File: src/rtl/mem_arbiter.sv
// Single-port data-RAM sequencer: arbitrates fetch vs LDR/STR, issues one access
// at a time, returns data/acks with fixed latency and bounds fetch starvation.
module mem_arbiter #(
  parameter int STARVE_LIMIT = 3,
  parameter int ADDR_BITS    = 4
) (
  input  logic        clk,
  input  logic        rst,
  input  logic        if_req,
  input  logic [15:0] if_addr,
  output logic        if_gnt,
  output logic        if_valid,
  output logic [31:0] if_rdata,
  output logic        if_err,
  input  logic        dm_req,
  input  logic        dm_rw,
  input  logic [15:0] dm_addr,
  input  logic [31:0] dm_wdata,
  output logic        dm_gnt,
  output logic        dm_valid,
  output logic [31:0] dm_rdata,
  output logic        dm_err,
  output logic        ram_en,
  output logic        ram_rw,
  output logic [15:0] ram_addr,
  output logic [31:0] ram_wdata,
  input  logic [31:0] ram_rdata,
  output logic        busy
);

  typedef enum logic [2:0] {
    S_IDLE, S_RD_ISSUE, S_RD_WAIT, S_WR_ISSUE, S_ERR
  } state_t;

  localparam logic [3:0]  LIMIT   = 4'(STARVE_LIMIT);
  localparam logic [15:0] HI_MASK = ~((16'd1 << ADDR_BITS) - 16'd1);

  state_t      state_q, state_d;
  logic [3:0]  streak_q, streak_d;
  logic        port_dm_q, port_dm_d;
  logic        if_gnt_q, if_gnt_d, if_valid_q, if_valid_d, if_err_q, if_err_d;
  logic        dm_gnt_q, dm_gnt_d, dm_valid_q, dm_valid_d, dm_err_q, dm_err_d;
  logic [31:0] if_rdata_q, if_rdata_d, dm_rdata_q, dm_rdata_d;
  logic        ram_en_q, ram_en_d, ram_rw_q, ram_rw_d;
  logic [15:0] ram_addr_q, ram_addr_d;
  logic [31:0] ram_wdata_q, ram_wdata_d;
  logic        busy_q, busy_d;

  logic        pick_dm;
  logic [15:0] acc_addr;
  logic        acc_wr;
  logic        acc_oor;

  always_comb begin
    state_d     = state_q;
    streak_d    = streak_q;
    port_dm_d   = port_dm_q;
    if_gnt_d    = 1'b0;
    if_valid_d  = 1'b0;
    if_err_d    = 1'b0;
    if_rdata_d  = if_rdata_q;
    dm_gnt_d    = 1'b0;
    dm_valid_d  = 1'b0;
    dm_err_d    = 1'b0;
    dm_rdata_d  = dm_rdata_q;
    ram_en_d    = 1'b0;
    ram_rw_d    = 1'b0;
    ram_addr_d  = ram_addr_q;
    ram_wdata_d = ram_wdata_q;
    // Data port wins contention until fetch has been passed over LIMIT times.
    pick_dm  = dm_req && !(if_req && streak_q == LIMIT);
    acc_addr = pick_dm ? dm_addr : if_addr;
    acc_wr   = pick_dm && dm_rw;
    acc_oor  = |(acc_addr & HI_MASK);

    unique case (state_q)
      S_IDLE: begin
        if (if_req || dm_req) begin
          port_dm_d = pick_dm;
          if_gnt_d  = !pick_dm;
          dm_gnt_d  = pick_dm;
          if (pick_dm && if_req)
            streak_d = (streak_q >= LIMIT) ? LIMIT : streak_q + 4'd1;
          else
            streak_d = 4'd0;
          if (acc_oor) begin
            state_d = S_ERR;
          end else if (acc_wr) begin
            state_d     = S_WR_ISSUE;
            ram_en_d    = 1'b1;
            ram_rw_d    = 1'b1;
            ram_addr_d  = acc_addr;
            ram_wdata_d = dm_wdata;
          end else begin
            state_d    = S_RD_ISSUE;
            ram_en_d   = 1'b1;
            ram_addr_d = acc_addr;
          end
        end
      end
      S_RD_ISSUE: state_d = S_RD_WAIT;
      S_RD_WAIT: begin
        state_d = S_IDLE;
        if (port_dm_q) begin
          dm_valid_d = 1'b1;
          dm_rdata_d = ram_rdata;
        end else begin
          if_valid_d = 1'b1;
          if_rdata_d = ram_rdata;
        end
      end
      S_WR_ISSUE: begin
        state_d    = S_IDLE;
        dm_valid_d = 1'b1;
      end
      S_ERR: begin
        state_d = S_IDLE;
        if (port_dm_q) begin
          dm_valid_d = 1'b1;
          dm_err_d   = 1'b1;
          dm_rdata_d = 32'd0;
        end else begin
          if_valid_d = 1'b1;
          if_err_d   = 1'b1;
          if_rdata_d = 32'd0;
        end
      end
      default: state_d = S_IDLE;
    endcase

    busy_d = (state_d != S_IDLE);
  end

  always_ff @(posedge clk) begin
    if (rst) begin
      state_q     <= S_IDLE;
      streak_q    <= 4'd0;
      port_dm_q   <= 1'b0;
      if_gnt_q    <= 1'b0;
      if_valid_q  <= 1'b0;
      if_err_q    <= 1'b0;
      if_rdata_q  <= 32'd0;
      dm_gnt_q    <= 1'b0;
      dm_valid_q  <= 1'b0;
      dm_err_q    <= 1'b0;
      dm_rdata_q  <= 32'd0;
      ram_en_q    <= 1'b0;
      ram_rw_q    <= 1'b0;
      ram_addr_q  <= 16'd0;
      ram_wdata_q <= 32'd0;
      busy_q      <= 1'b0;
    end else begin
      state_q     <= state_d;
      streak_q    <= streak_d;
      port_dm_q   <= port_dm_d;
      if_gnt_q    <= if_gnt_d;
      if_valid_q  <= if_valid_d;
      if_err_q    <= if_err_d;
      if_rdata_q  <= if_rdata_d;
      dm_gnt_q    <= dm_gnt_d;
      dm_valid_q  <= dm_valid_d;
      dm_err_q    <= dm_err_d;
      dm_rdata_q  <= dm_rdata_d;
      ram_en_q    <= ram_en_d;
      ram_rw_q    <= ram_rw_d;
      ram_addr_q  <= ram_addr_d;
      ram_wdata_q <= ram_wdata_d;
      busy_q      <= busy_d;
    end
  end

  assign if_gnt    = if_gnt_q;
  assign if_valid  = if_valid_q;
  assign if_rdata  = if_rdata_q;
  assign if_err    = if_err_q;
  assign dm_gnt    = dm_gnt_q;
  assign dm_valid  = dm_valid_q;
  assign dm_rdata  = dm_rdata_q;
  assign dm_err    = dm_err_q;
  assign ram_en    = ram_en_q;
  assign ram_rw    = ram_rw_q;
  assign ram_addr  = ram_addr_q;
  assign ram_wdata = ram_wdata_q;
  assign busy      = busy_q;

endmodule

File: config.mk
export PLATFORM = sky130hd
export DESIGN_NAME = mem_arbiter
export DESIGN_NICKNAME = d
export VERILOG_FILES = /design/src/rtl/mem_arbiter.sv
export SDC_FILE = /design/constraint.sdc
export NUM_CORES = 1
export LEC_CHECK = 0
export CAP_MARGIN = 15
export CORE_MARGIN = 1
export CORE_UTILIZATION = 45
export DETAILED_ROUTE_END_ITERATION = 6
export HOLD_SLACK_MARGIN = 0.15
export PLACE_DENSITY = 0.85
export SLEW_MARGIN = 15
export SYNTH_ARGS = -nofsm -noshare
export SYNTH_HDL_FRONTEND = slang
export SYNTH_SLANG_ARGS = --single-unit
File: constraint.sdc
create_clock -name clk -period 3.85 [get_ports clk]
set_input_delay 0.385 -clock clk [delete_from_list [all_inputs] [get_ports clk]]
set_output_delay 0.385 -clock clk [all_outputs]
set_load 0.005 [all_outputs]
== Word level (Yosys, flattened, before mapping) ==
Cells that the tools add are included.
W data, S select, Z words.

* RAM bits: 0
* Bits in latches: 0
* Register bits: 129
* Input port bits: 101
* Memories: 0
* Logic and storage cells: 71
* Bits in read-only memories: 0

* Multiply operators: 0
* Bitwise operators: 5
* Divide/modulo/power cells: 0
* Add/subtract/negate cells: 1
* Eq/ne operators: 9
* Mux-type cells: 18
* Reductions and logical operators: 21
* Shift operators: 0
* $lt $le $gt $ge: 1

{| class="wikitable"
|+ Operator list
! kind !! count
|-
| $mux W32 || 4
|-
| $pmux W32 S2 || 2
|-
| $mux W16 || 1
|-
| $reduce_or A15 Y1 || 1
|-
| $reduce_or A12 Y1 || 1
|-
| $reduce_and A3 Y1 || 3
|-
| $mux W4 || 2
|-
| $ne A2 B2 Y1 const B || 4
|-
| $eq A3 B2 Y1 const B || 2
|-
| $mux W3 || 2
|-
| $pmux W3 S2 || 1
|-
| $reduce_or A2 Y1 || 3
|-
| $not A1 Y1 || 5
|-
| $add A4 B1 Y4 const B || 1
|-
| $eq A4 B2 Y1 const B || 1
|-
| $ge A4 B2 Y1 const B || 1
|-
| $logic_and A1 B1 Y1 || 4
|-
| $mux W1 || 4
|-
| $reduce_and A4 Y1 || 1
|-
| $eq A3 B1 Y1 const B || 1
|-
| $eq A3 B3 Y1 const B || 1
|-
| $logic_not A3 Y1 || 1
|-
| $reduce_bool A3 Y1 || 1
|-
| $reduce_or A3 Y1 || 1
|-
| other kinds (6) || 7
|}

== Depth between registers and ports, before layout ==
* Word-level depth: 10
* Gate-level depth with buffers: 7
* Depth with buffers taken out: 5

== Worst setup path after synthesis ==
Ideal clock, no wire load.

* Path type: register to register
* Start point: register state_q[2]
* End point: register ram_wdata_q[10] (netlist: ram_wdata[10])
* Data required time: 3778 ps
* Path buffers: 3
* Cell stages (with the launch flop): 8
* Path slack: 2149 ps
* Data arrival time: 1629 ps
* Clock period less this slack: 1701 ps
* Cells stage by stage: dfxtp_1 -> buf_6 -> or3_4 -> nor3_4 -> and3_1 -> buf_6 -> buf_8 -> mux2i_1

* Longest elaborated chain between the ends: 2

{| class="wikitable"
|+ Ends and longest elaborated chain
! element !! line !! source
|-
| start, declared || 38 || <nowiki>state_t state_q, state_d;</nowiki>
|-
| start signal, assigned || 153 || <nowiki>state_q <= state_d;</nowiki>
|-
| $logic_not A3 Y1 || 76 || <nowiki>unique case (state_q)</nowiki>
|-
| $reduce_and A4 Y1 (no line) || -- ||
|-
| end signal, assigned || 167 || <nowiki>ram_wdata_q <= ram_wdata_d;</nowiki>
|-
| end, declared || 46 || <nowiki>logic [31:0] ram_wdata_q, ram_wdata_d;</nowiki>
|}

Every way passes these cells.
A chain may end at the register's enable or synchronous reset.

== Worst setup path in the final report ==
* Start point: register state_q[2]
* End point: register ram_wdata_q[2] (netlist: ram_wdata[2])

Same word-level chain as after synthesis.

==> results_dict.tcl <==
set metrics [dict create \
    hpwl_um 9400 \
    wl_per_cell_um 15.3 \
    clk_pin_slew_worst_paths_ps 60 \
    grt_pass1_wl_um 21700 \
    cts_sinks 129 \
    crit_buf_inv 0 \
    synth_cell_type_count 39 \
    synth_seq_cells 129 \
    maxCapViolations 0 \
    synth.most_common_cell "dfxtp_1" \
    clock_skew_ps 6.85 \
    min_period_over_period_pct 60.0 \
    viasPerCell 5.16 \
    whs_path_depth 2 \
    io_buffers 221 \
    crit_type "flip-flop to flip-flop" \
    syn-cell-area_mm2 0.00502 \
    grt_use_met1_pct 28.1 \
    yosysTopAreaCell "dfxtp_1" \
    grtUsageMet2_pct 40.2 \
    multi_input_area_mm2 0.00221 \
    synth-main-ff-cell "dfxtp_1" \
    yosysWarnings 0 \
    cp_cell_sequence "or3_4, nor3_4, and3_2, mux2i_1" \
    cts_buffers 17 \
    dr.first_iter.drc_count 329 \
    status "complete, no violations" \
    grt_pass1_vias 4570 \
    setup-tns-final_ps 0 \
    path_delay_family "simple AND/OR/NAND/NOR gates" \
    yosys-top-cells-area "dfxtp_1 51%, nand2b_1 8.2%, a21oi_1 7.2%" \
    cts_resized 0 \
    drt_wl_total_um 13900 \
    critPathCaptureType "flip-flop" \
    synthArstFlopShare_pct 0 \
    grt_overflow 0 \
    slowest_stage "and3_2" \
    clock_latency_ps 510 \
    worstMarginPinSlew_ps 973 \
    cts_tree "done" \
    core_mm2 0.0108 \
    post-cts-setup-buffer-count 0 \
    hp-start "rst" \
    hold_buffers 0 \
    die_w_um 108 \
    htreeDepth 4 \
    grt_usage_pct 23.8 \
    synth_top_cell_area_share_pct 51.5 \
    cts_root_buffer "clkbuf_8" \
    ff2ff_setup_slack_ps 1540 \
    syn_area_per_cell_um2 9.01 \
    synth_nets 659 \
    r2r-start "state_q[2]$_SDFF_PP0_" \
    diodes 0 \
    syn_to_final_growth_pct 56.0 \
    cts_max_path_buffers 2 \
    synth_edf_count 0 \
    place_congestion 0.747 \
    ir_drop_v 0.000265 \
    rows 38 \
    nFillCells 822 \
    required_ps 4280 \
    dieArea_mm2 0.0116 \
    final_nets 858 \
    grt.busiest_layer "met2" \
    use_met3_pct 5.21 \
    powerDensity_mw_per_mm2 421 \
    critPathMaxStageDelay_ps 860 \
    start_kind "flip-flop" \
    arrival_ps 2740 \
    drtAntennaViolNets 0 \
    start_util_pct 46.3 \
    hold_end "if_valid$_SDFF_PP0_" \
    maxSlewViolCount 0 \
    grt_max_degree 84 \
    drive_gt1_share_pct 6.63 \
    netlist_instances 557 \
    vias 4692 \
    drc 0 \
    worst-path-max-fanout 33 \
    rsz0062_at_grt "false" \
    clock.fmax_mhz 433 \
    relSlewSlack_pct 35.1 \
    fin_crit_ps 2310 \
    cp_num_cells 4 \
    p_leak_nw 2.73 \
    regArea_mm2 0.00258 \
    hold_violations 0 \
    io-pin-count 222 \
    antenna_found_initial 0 \
    dr.pass1.iters 4 \
    hold_ws_ps 389 \
    hold_path.class "primary input to flip-flop" \
    r2r_cells 4 \
    r2r_end "ram_wdata[2]$_SDFFE_PP0P_" \
    die_h_um 108 \
    finalSetupViolCount 0 \
    synth_common_cells "129 x dfxtp_1, 72 x a21oi_1, 70 x nand2_1" \
    yosysSeqAreaShare_pct 51.5 \
]
-- how the worst max path moves through the flow --
stage,start,to,slack [ps]
floorplan,state_q[2]$_SDFF_PP0_,ram_wdata[10]$_SDFFE_PP0P_,2150
global placement,dm_addr[11],ram_wdata[20]$_SDFFE_PP0P_,1300
CTS,state_q[2]$_SDFF_PP0_,ram_wdata[2]$_SDFFE_PP0P_,1550
global route,state_q[2]$_SDFF_PP0_,ram_wdata[16]$_SDFFE_PP0P_,1370
detailed placement,if_req,ram_addr[7]$_SDFFE_PP0P_,1180
finish,state_q[2]$_SDFF_PP0_,ram_wdata[2]$_SDFFE_PP0P_,1540
-- final cells by class --
cell class | instances | share of cell area, %
clock inverters | 13 | 2.06
repair buffers | 226 | 28.7
inverters | 2 | 0.0959
clock buffers | 19 | 5.64
multi-input cells | 380 | 28.3
flip-flops and latches | 129 | 33.0
well taps | 140 | 2.24
-- worst register-to-register path, cell delays in order (launching register included) --
cell and delay [ps]:
dfxtp_1 410, or3_4 470, nor3_4 200, and3_2 860, mux2i_1 300
-- cell usage in the layout (no fill, tap or decap), drive strengths merged --
cell type and count:
o21a 1, nand3b 1, xor2 1, clkinv 9
mux2i 33, a21bo 1, and3 5, nor3b 4
a21oi 72, inv 2, clkinvlp 1, a211oi 1
nor4 7, xnor2 1, nand4bb 1, nor2b 4
clkdlybuf4s50 220, and4bb 1, and2 12, buf 6
ha 1, mux2 4, nor3 8, a2111oi 1
bufinv 3, or3 2, nand3 69, o21ai 4
clkbuf 19, a221oi 1, a22oi 1, dfxtp 129
nand2 70, nand4 2, or2 1, nor2 5
nand2b 66
-- layer usage --
metal / vias up / part of all wire (%)
li1: 2286 / -
met1: 2187 / 42
met2: 184 / 49
met3: 35 / 5.7
met4: 0 / 3.4
met5: - / 0
-- cells by family after synthesis --
group	count (synthesis)	share of synthesized area, %
adders and majority gates	1	0.249
xor gates and xnor gates	2	0.349
muxes	37	7.48
buffers and inverters	48	4.71
and+or+nand+nor	258	27.2
DFF	129	51.5
AOI/OAI and AO/OA	82	8.58
-- sequential cells by signal (all words and copies together) (netlist names) --
name       cells
dm_gnt         1
ram_addr      16
streak_q       4
ram_rw         1
ram_en         1
dm_rdata      32
ram_wdata     32
state_q        3
port_dm_q      1
dm_err         1
if_valid       1
if_gnt         1
if_err         1
if_rdata      32
busy           1
dm_valid       1
-- report_power, final --
group	internal [mW]	switching, mW
Combinational	0.178	0.136
Sequential	1.36	0.0166
Clock	1.02	0.580
-- per-stage QoR --
step / cell area (µm²) / power (mW) / std cells / utilization (%) / worst slack, ps
global route: 7830 / 3.41 / 909 / 72.2 / 1370
detailed placement: 7210 / 1.72 / 876 / 66.5 / 1180
finish: 7830 / 3.29 / 909 / 72.2 / 1540
floorplan: 5020 / 1.53 / 557 / - / 2150
global placement: 7210 / 1.71 / 876 / 66.5 / 1300
CTS: 7820 / 3.32 / 908 / 72.1 / 1550
No activity file was read; power rests on OpenSTA's default activity.
